[config.mk]
export PLATFORM = sky130hd
export DESIGN_NAME = pipe_reg_if_id_skid
export DESIGN_NICKNAME = d
export VERILOG_FILES = /design/src/rtl/pipe_reg_if_id_skid_pkg.sv /design/src/rtl/pipe_reg_if_id_skid_skid_buf.sv /design/src/rtl/pipe_reg_if_id_skid.sv
export SDC_FILE = /design/constraint.sdc
export NUM_CORES = 1
export LEC_CHECK = 0
export BUFFER_PORTS_ARGS = -buffer_cell sky130_fd_sc_hd__buf_2
export CAP_MARGIN = 40
export CORE_MARGIN = 1.5
export CORE_UTILIZATION = 41
export DETAILED_ROUTE_END_ITERATION = 6
export GPL_ROUTABILITY_DRIVEN = 0
export PLACE_DENSITY = 0.72
export SLEW_MARGIN = 10
export SYNTH_ARGS = -nofsm -noshare
export SYNTH_HDL_FRONTEND = slang
export SYNTH_HIERARCHICAL = 1
export SYNTH_SLANG_ARGS = --single-unit
[constraint.sdc]
create_clock -name clk -period 7.15 [get_ports clk]
set_input_delay 0.3575 -clock clk [delete_from_list [all_inputs] [get_ports clk]]
set_output_delay 0.3575 -clock clk [all_outputs]
set_load 0.02 [all_outputs]
[src/rtl/pipe_reg_if_id_skid_pkg.sv]
// Shared IF/ID skid register types and defaults.
// Perf counters are enabled with PIPE_REG_IF_ID_PERF_CNT_EN.
package pipe_reg_if_id_skid_pkg;

  localparam int          ADDR_W_DEF   = 32;
  localparam int          INST_W_DEF   = 32;
  localparam logic [31:0] NOP_INST_DEF = 32'h0000_0013;
  localparam logic [31:0] RST_PC_DEF   = 32'h0000_0000;

  typedef enum logic [1:0] {
    OCC_EMPTY = 2'd0,
    OCC_ONE   = 2'd1,
    OCC_FULL  = 2'd2
  } occ_e;

endpackage

[src/rtl/pipe_reg_if_id_skid_skid_buf.sv]
// Generic two-entry skid buffer with flush.
// in_ready is a flop that is low exactly while the skid slot is occupied.
module pipe_skid_buf
  import pipe_reg_if_id_skid_pkg::*;
#(
  parameter int DATA_W = 64
) (
  input  logic              clk,
  input  logic              rst,
  input  logic              flush,
  input  logic              in_valid,
  output logic              in_ready,
  input  logic [DATA_W-1:0] in_data,
  output logic              out_valid,
  input  logic              out_ready,
  output logic [DATA_W-1:0] out_data
);

  occ_e              state;
  occ_e              state_n;
  logic              ready_q;
  logic              ready_n;
  logic [DATA_W-1:0] main_q;
  logic [DATA_W-1:0] main_n;
  logic [DATA_W-1:0] skid_q;
  logic [DATA_W-1:0] skid_n;
  logic              in_fire;
  logic              out_fire;

  assign out_valid = (state != OCC_EMPTY);
  assign in_ready  = ready_q;
  assign out_data  = main_q;
  assign in_fire   = in_valid & ready_q;
  assign out_fire  = out_valid & out_ready;

  always_ff @(posedge clk) begin
    if (rst) begin
      state   <= OCC_EMPTY;
      ready_q <= 1'b1;
    end else begin
      state   <= state_n;
      ready_q <= ready_n;
    end
  end

  always_ff @(posedge clk) begin
    main_q <= main_n;
    skid_q <= skid_n;
  end

  always_comb begin
    state_n = state;
    main_n  = main_q;
    skid_n  = skid_q;
    if (flush) begin
      state_n = OCC_EMPTY;
    end else begin
      unique case (state)
        OCC_EMPTY: begin
          if (in_fire) begin
            state_n = OCC_ONE;
            main_n  = in_data;
          end
        end
        OCC_ONE: begin
          if (in_fire && out_fire) begin
            main_n = in_data;
          end else if (in_fire) begin
            state_n = OCC_FULL;
            skid_n  = in_data;
          end else if (out_fire) begin
            state_n = OCC_EMPTY;
          end
        end
        OCC_FULL: begin
          if (out_fire) begin
            state_n = OCC_ONE;
            main_n  = skid_q;
          end
        end
        default: state_n = OCC_EMPTY;
      endcase
    end
    ready_n = (state_n != OCC_FULL);
  end

endmodule

[src/rtl/pipe_reg_if_id_skid.sv]
// IF/ID pipeline register on a skid buffer with NOP bubble masking.
// Define PIPE_REG_IF_ID_PERF_CNT_EN to add stall/flush counters.
module pipe_reg_if_id_skid
  import pipe_reg_if_id_skid_pkg::*;
#(
  parameter int                ADDR_W   = ADDR_W_DEF,
  parameter int                INST_W   = INST_W_DEF,
  parameter logic [INST_W-1:0] NOP_INST = INST_W'(NOP_INST_DEF),
  parameter logic [ADDR_W-1:0] RST_PC   = ADDR_W'(RST_PC_DEF)
) (
  input  logic              clk,
  input  logic              rst,
  input  logic              flush,
  input  logic              in_valid,
  output logic              in_ready,
  input  logic [ADDR_W-1:0] in_pc,
  input  logic [INST_W-1:0] in_inst,
  output logic              out_valid,
  input  logic              out_ready,
  output logic [ADDR_W-1:0] out_pc,
`ifdef PIPE_REG_IF_ID_PERF_CNT_EN
  output logic [INST_W-1:0] out_inst,
  output logic [31:0]       stall_cnt,
  output logic [31:0]       flush_cnt
`else
  output logic [INST_W-1:0] out_inst
`endif
);

  localparam int DATA_W = ADDR_W + INST_W;

  logic [DATA_W-1:0] buf_data;
  logic              buf_valid;

  pipe_skid_buf #(
    .DATA_W (DATA_W)
  ) u_buf (
    .clk       (clk),
    .rst       (rst),
    .flush     (flush),
    .in_valid  (in_valid),
    .in_ready  (in_ready),
    .in_data   ({in_pc, in_inst}),
    .out_valid (buf_valid),
    .out_ready (out_ready),
    .out_data  (buf_data)
  );

  // Empty slots always present a clean bubble, never stale data.
  assign out_valid = buf_valid;
  assign out_pc    = buf_valid ? buf_data[DATA_W-1:INST_W] : RST_PC;
  assign out_inst  = buf_valid ? buf_data[INST_W-1:0] : NOP_INST;

`ifdef PIPE_REG_IF_ID_PERF_CNT_EN
  logic [31:0] stall_q;
  logic [31:0] flush_q;

  always_ff @(posedge clk) begin
    if (rst) begin
      stall_q <= '0;
      flush_q <= '0;
    end else begin
      if (buf_valid && !out_ready && stall_q != '1)
        stall_q <= stall_q + 32'd1;
      if (flush && flush_q != '1)
        flush_q <= flush_q + 32'd1;
    end
  end

  assign stall_cnt = stall_q;
  assign flush_cnt = flush_q;
`endif

endmodule

Yosys cells after proc, flatten, opt, wreduce, memory -nomap -nowiden
Cells that the tools add are included.
- equality and inequality tests: 6
- multiplexer cells: 13
- shift-type cells: 0
- divide/modulo/power cells: 0
- add/sub/neg operators: 0
- bitwise gates (word level): 4
- multipliers: 0
- reductions and logical operators: 6
- $lt $le $gt $ge: 0
- operator list (operator ; number):
    two-way mux 64 bit ; 3
    case mux 64 bit (3 select lines) ; 1
    two-way mux 32 bit ; 2
    two-way mux 2 bit ; 6
    inequality test 2 x 1 -> 1 bit, second input constant ; 3
    case mux 2 bit (3 select lines) ; 1
    AND reduction 5 bit ; 1
    AND reduction 4 bit ; 1
    nonzero test 3 bit ; 1
    AND 1 bit ; 2
    == test 2 x 1 -> 1 bit, second input constant ; 1
    == test 2 bit, second input constant ; 1
    zero test 2 bit ; 1
    inequality test 2 bit, second input constant ; 1
    inverter 1 bit ; 2
    nonzero test 2 bit ; 1
    logical AND 1 bit ; 1
- RAM bits: 0
- output and inout port bits: 66
- logic and storage cells: 33
- bits of input ports: 69
- latch bits: 0
- register bits after elaboration: 131
- ROM bits: 0
- memories: 0

Logic depth before layout (Yosys ltp)
- depth in word-level cells: 8
- mapped depth: 5
- depth with buffers taken out: 3

Cells and area by module
Netlist, hierarchy kept.
- modules (own cells, without submodules) (module ; instances ; area each (um2) ; cells an instance ; sequential area each (um2)):
    pipe_skid_buf ; 1 ; 4774.6 ; 217 ; 3903.7
    pipe_reg_if_id_skid ; 1 ; 503.0 ; 70 ; 0.0

Least setup slack after synthesis
Ideal clock, no wire load.
- path kind: input to register
- start point: input port out_ready
- end point: register u_buf.skid_q[0] (enable)
- path buffers: 0
- data arrival time: 6.628 ns
- required time: 6.505 ns
- setup slack: -0.122 ns
- stages on the path: 2
- setup time: 0.645 ns
- cells stage by stage: nand2b_1 -> nor4_1
- cells in the longest elaborated chain, start to end: 4
- ends and longest elaborated chain (element ; RTL line ; source):
    start: declaration ; pipe_reg_if_id_skid.sv:19 ; input logic out_ready,
    AND 1 bit ; pipe_reg_if_id_skid_skid_buf.sv:34 ; assign out_fire = out_valid & out_ready;
    logical AND 1 bit ; pipe_reg_if_id_skid_skid_buf.sv:66 ; if (in_fire && out_fire) begin
    inverter 1 bit (no source line) ; -- ;
    AND reduction 4 bit (no source line) ; -- ;
    end signal: assignment ; pipe_reg_if_id_skid_skid_buf.sv:48 ; skid_q <= skid_n;
    end: declaration ; pipe_reg_if_id_skid_skid_buf.sv:25 ; logic [DATA_W-1:0] skid_q;
Every way passes these cells.
A chain may end at the register's enable or synchronous reset.

Final worst setup path
- start point: register u_buf.state[1]
- end point: output port out_inst[1]
- cells in the longest elaborated chain, start to end: 2
- ends and longest elaborated chain (element ; RTL line ; source):
    start: declaration ; pipe_reg_if_id_skid_skid_buf.sv:19 ; occ_e state;
    start signal: assignment ; pipe_reg_if_id_skid_skid_buf.sv:41 ; state <= state_n;
    nonzero test 2 bit ; pipe_reg_if_id_skid_skid_buf.sv:30 ; assign out_valid = (state != OCC_EMPTY);
    two-way mux 32 bit ; pipe_reg_if_id_skid.sv:52 ; assign out_inst = buf_valid ? buf_data[INST_W-1:0] : NOP_INST;
    end: declaration ; pipe_reg_if_id_skid.sv:26 ; output logic [INST_W-1:0] out_inst
Every way passes these cells.

==> reports/results.txt <==
CTS Buffer Depth - 2
kind of critical path - register to primary output
Yosys warning count - 6
final setup vio count - 0
Worst Path Arrival - 2.01 ns
Initial Utilization - 42.0%
clock root buffer - clkbuf_16
most common cell in the netlist - edfxtp_1
DRC - 0
r2r setup slk - 5.10 ns
Critical path origin - u_buf/state[1]$_SDFF_PP0_
clock power share - 46.6%
startpoint types - register
final count of pins violating max slew - 0
Clock transition at path regs - 0.06 ns
Async SR Flop Fraction - 0%
Cell Area, Synth - 0.00528 sq mm
worst-case vdd ir drop - 0.122 mV
worst path required time - 6.79 ns
reg-to-reg startpoint - u_buf/state[1]$_SDFF_PP0_
Psw - 0.000372 W
Hold WS - 0.142 ns
die width - 116 um
CTS tree - yes
largest net degree at the start of global routing - 67
Compound-Gate Fraction of Synth Area - 0.403%
initial antenna violation count - 0
first-pass GRT wire length - 14,600 um
Reg-to-Reg End - u_buf/out_data[36]$_DFFE_PP_
nets - 500
RSZ-0062 raised after global routing - false
Vias - 2,880
CTS H-tree lvls - 4
mux cell area share after synthesis - 13.7%
DR vias/cell - 4.68
setup_tns - 0 ns
R2R cell count - 3
multi-input logic area - 0.00132 sq mm
Post-synth EDFFs - 128
pwr dens - 271 mW/mm^2
WL final - 9670 um
Yosys top cell by area - edfxtp_1
CTS sink count - 131
Yosys reg bits - 131
latest clock arrival within the worst-skew pair - 0.40 ns
XOR/XNOR share of the synthesized area - 0.166%
fmax - 0.422 GHz
DP Wirelength - 6020 um
switching share of power - 20.3%
DRT iter0 DRCs - 139
hold crit path type - primary input to register
Worst Clk Skew - 0.00869 ns
number of diodes - 0
Flop pwr share - 47.7%
synth cell count leaders - 128 x edfxtp_1, 64 x mux2_2, 55 x and2_2
non-filler instance count after layout - 616
I/O Buffers - 134
total design power - 0.00183 W
main combinational cell family by area after synthesis - multiplexers
vias in the first global route - 2,863
Pint - 0.00146 W
placed cells - 584
run status - completed
Cells after Synth - 287
Worst Setup EP - out_inst[1]
Comb pwr share - 5.7%
synthesized area per cell - 18.4 sq um
register area - 0.00390 sq mm
crit path time final - 2.37 ns
simple-gate share of the synthesized area - 10.3%
Die Y - 116 um
Hold Vio Cnt, Final - 0
post-CTS sizing - 0
distinct cell type count after synthesis - 23
FP Rows - 41
postcts setup bufs - 0
CTS buffer count - 17
Synth-to-Final Area Change - 27.9%
Post-Synth Adder-Cell Area - 0%
synth top area cells - edfxtp_1 73%, mux2_2 14%, and2_2 7.8%
CTS Hold Bufs - 0
gr usage total - 14.8%
die area - 0.0136 sq mm
Static Leak - 2.61 nW
grt total ovfl - 0
core area - 0.0126 sq mm
Crit Path Max Fanout - 34
hold path cells - 1
Synth top area share - 72.8%
slew of the pin with the lowest slew margin - 0.890 ns
Ports - 135
sequential fraction of the synthesis area - 74.0%
total of max-cap violations - 0
Avg WL per Cell - 15.7 um
TritonRoute pass-1 iters - 4
Routed Antenna Nets - 0
Fill cells - 1,027
layout cell share with drive strength beyond 1 - 65.5%
Post-Syn Nets - 356
Slew HR - 40.6%
final worst-path cycle share - 33.2%
Main synth FF type - edfxtp_1
CP Capture Type - primary output
-- critical path, stage by stage (launching register included) --
cell and delay (ns):
dfxtp_1 0.44, or2_2 0.52, buf_16 0.24, or2b_1 0.24
buf_2 0.16
-- state kept, by name, summed over array words and instances (netlist names) --
signal	flops
u_buf/in_ready	1
u_buf/out_data	64
u_buf/skid_q	64
u_buf/state	2
-- cell type report --
class	count	share of cell area (%)
flip-flops and latches	131	57.9
repair buffers	138	10.7
clock inverters	15	2.45
clock buffers	17	6.30
well taps	172	3.19
multi-input cells	143	19.5
-- metal layers --
metal  global-route usage (%)  up-vias  wire length, um
li1                         -     1373                -
met1                     19.0     1390             4250
met2                     23.3      101             4680
met3                     4.77       16              587
met4                     6.26        0              150
met5                        0        -                0
-- logic make-up (layout without fill, tap and decap cells) --
| kind of cell | Yosys count | count (layout) |
|---|---|---|
| buffers and inverters | 13 | 170 |
| xor gates and xnor gates | 1 | 1 |
| AOI/OAI and AO/OA | 3 | 3 |
| muxes | 64 | 64 |
| DFF | 131 | 131 |
| and+or+nand+nor | 75 | 75 |
-- power groups by stage --
stage          sequential [W]  clock, W  combinational, W
2_1_floorplan        0.000888         0         0.0000583
3_3_place_gp         0.000888         0          0.000101
3_5_place_dp         0.000888         0          0.000106
4_1_cts              0.000873  0.000872          0.000107
5_1_grt              0.000874  0.000901          0.000115
6_report             0.000873  0.000853          0.000105
-- layout by cell type (no fill, tap or decap), types with 2 or more instances in the layout --
| master | Yosys | routed |
|---|---|---|
| and2_1 | 6 | 6 |
| and2_2 | 55 | 55 |
| buf_2 | 3 | 134 |
| buf_4 | 3 | 3 |
| bufinv_16 | 0 | 3 |
| clkbuf_16 | 0 | 17 |
| clkinv_1 | 0 | 2 |
| clkinv_2 | 0 | 4 |
| clkinvlp_4 | 0 | 4 |
| dfxtp_1 | 3 | 3 |
| edfxtp_1 | 128 | 128 |
| mux2_2 | 64 | 64 |
| or2b_1 | 3 | 3 |
-- stage by stage --
| stage | utilization (%) | worst slack (ns) | cell area (sq um) |
|---|---|---|---|
| after floorplan | - | 2.54 | 5280 |
| after global placement | 48.8 | 5.14 | 6130 |
| after detailed placement | 49.0 | 5.06 | 6160 |
| after CTS | 53.7 | 4.76 | 6750 |
| after global routing | 53.7 | 4.66 | 6750 |
| final | 53.7 | 4.78 | 6750 |
-- how the worst min path moves through the flow --
stage,slack [ns],to,startpoint
2_1_floorplan,0.43,u_buf/state[1]$_SDFF_PP0_,flush
3_3_place_gp,0.53,u_buf/out_data[52]$_DFFE_PP_,u_buf/skid_q[52]$_DFFE_PP_
3_5_place_dp,0.53,u_buf/out_data[58]$_DFFE_PP_,u_buf/skid_q[58]$_DFFE_PP_
4_1_cts,0.12,u_buf/skid_q[17]$_DFFE_PP_,in_inst[17]
5_1_grt,0.12,u_buf/skid_q[17]$_DFFE_PP_,in_inst[17]
6_report,0.14,u_buf/skid_q[17]$_DFFE_PP_,in_inst[17]
Note: power is estimated with default switching activity, not from simulation.
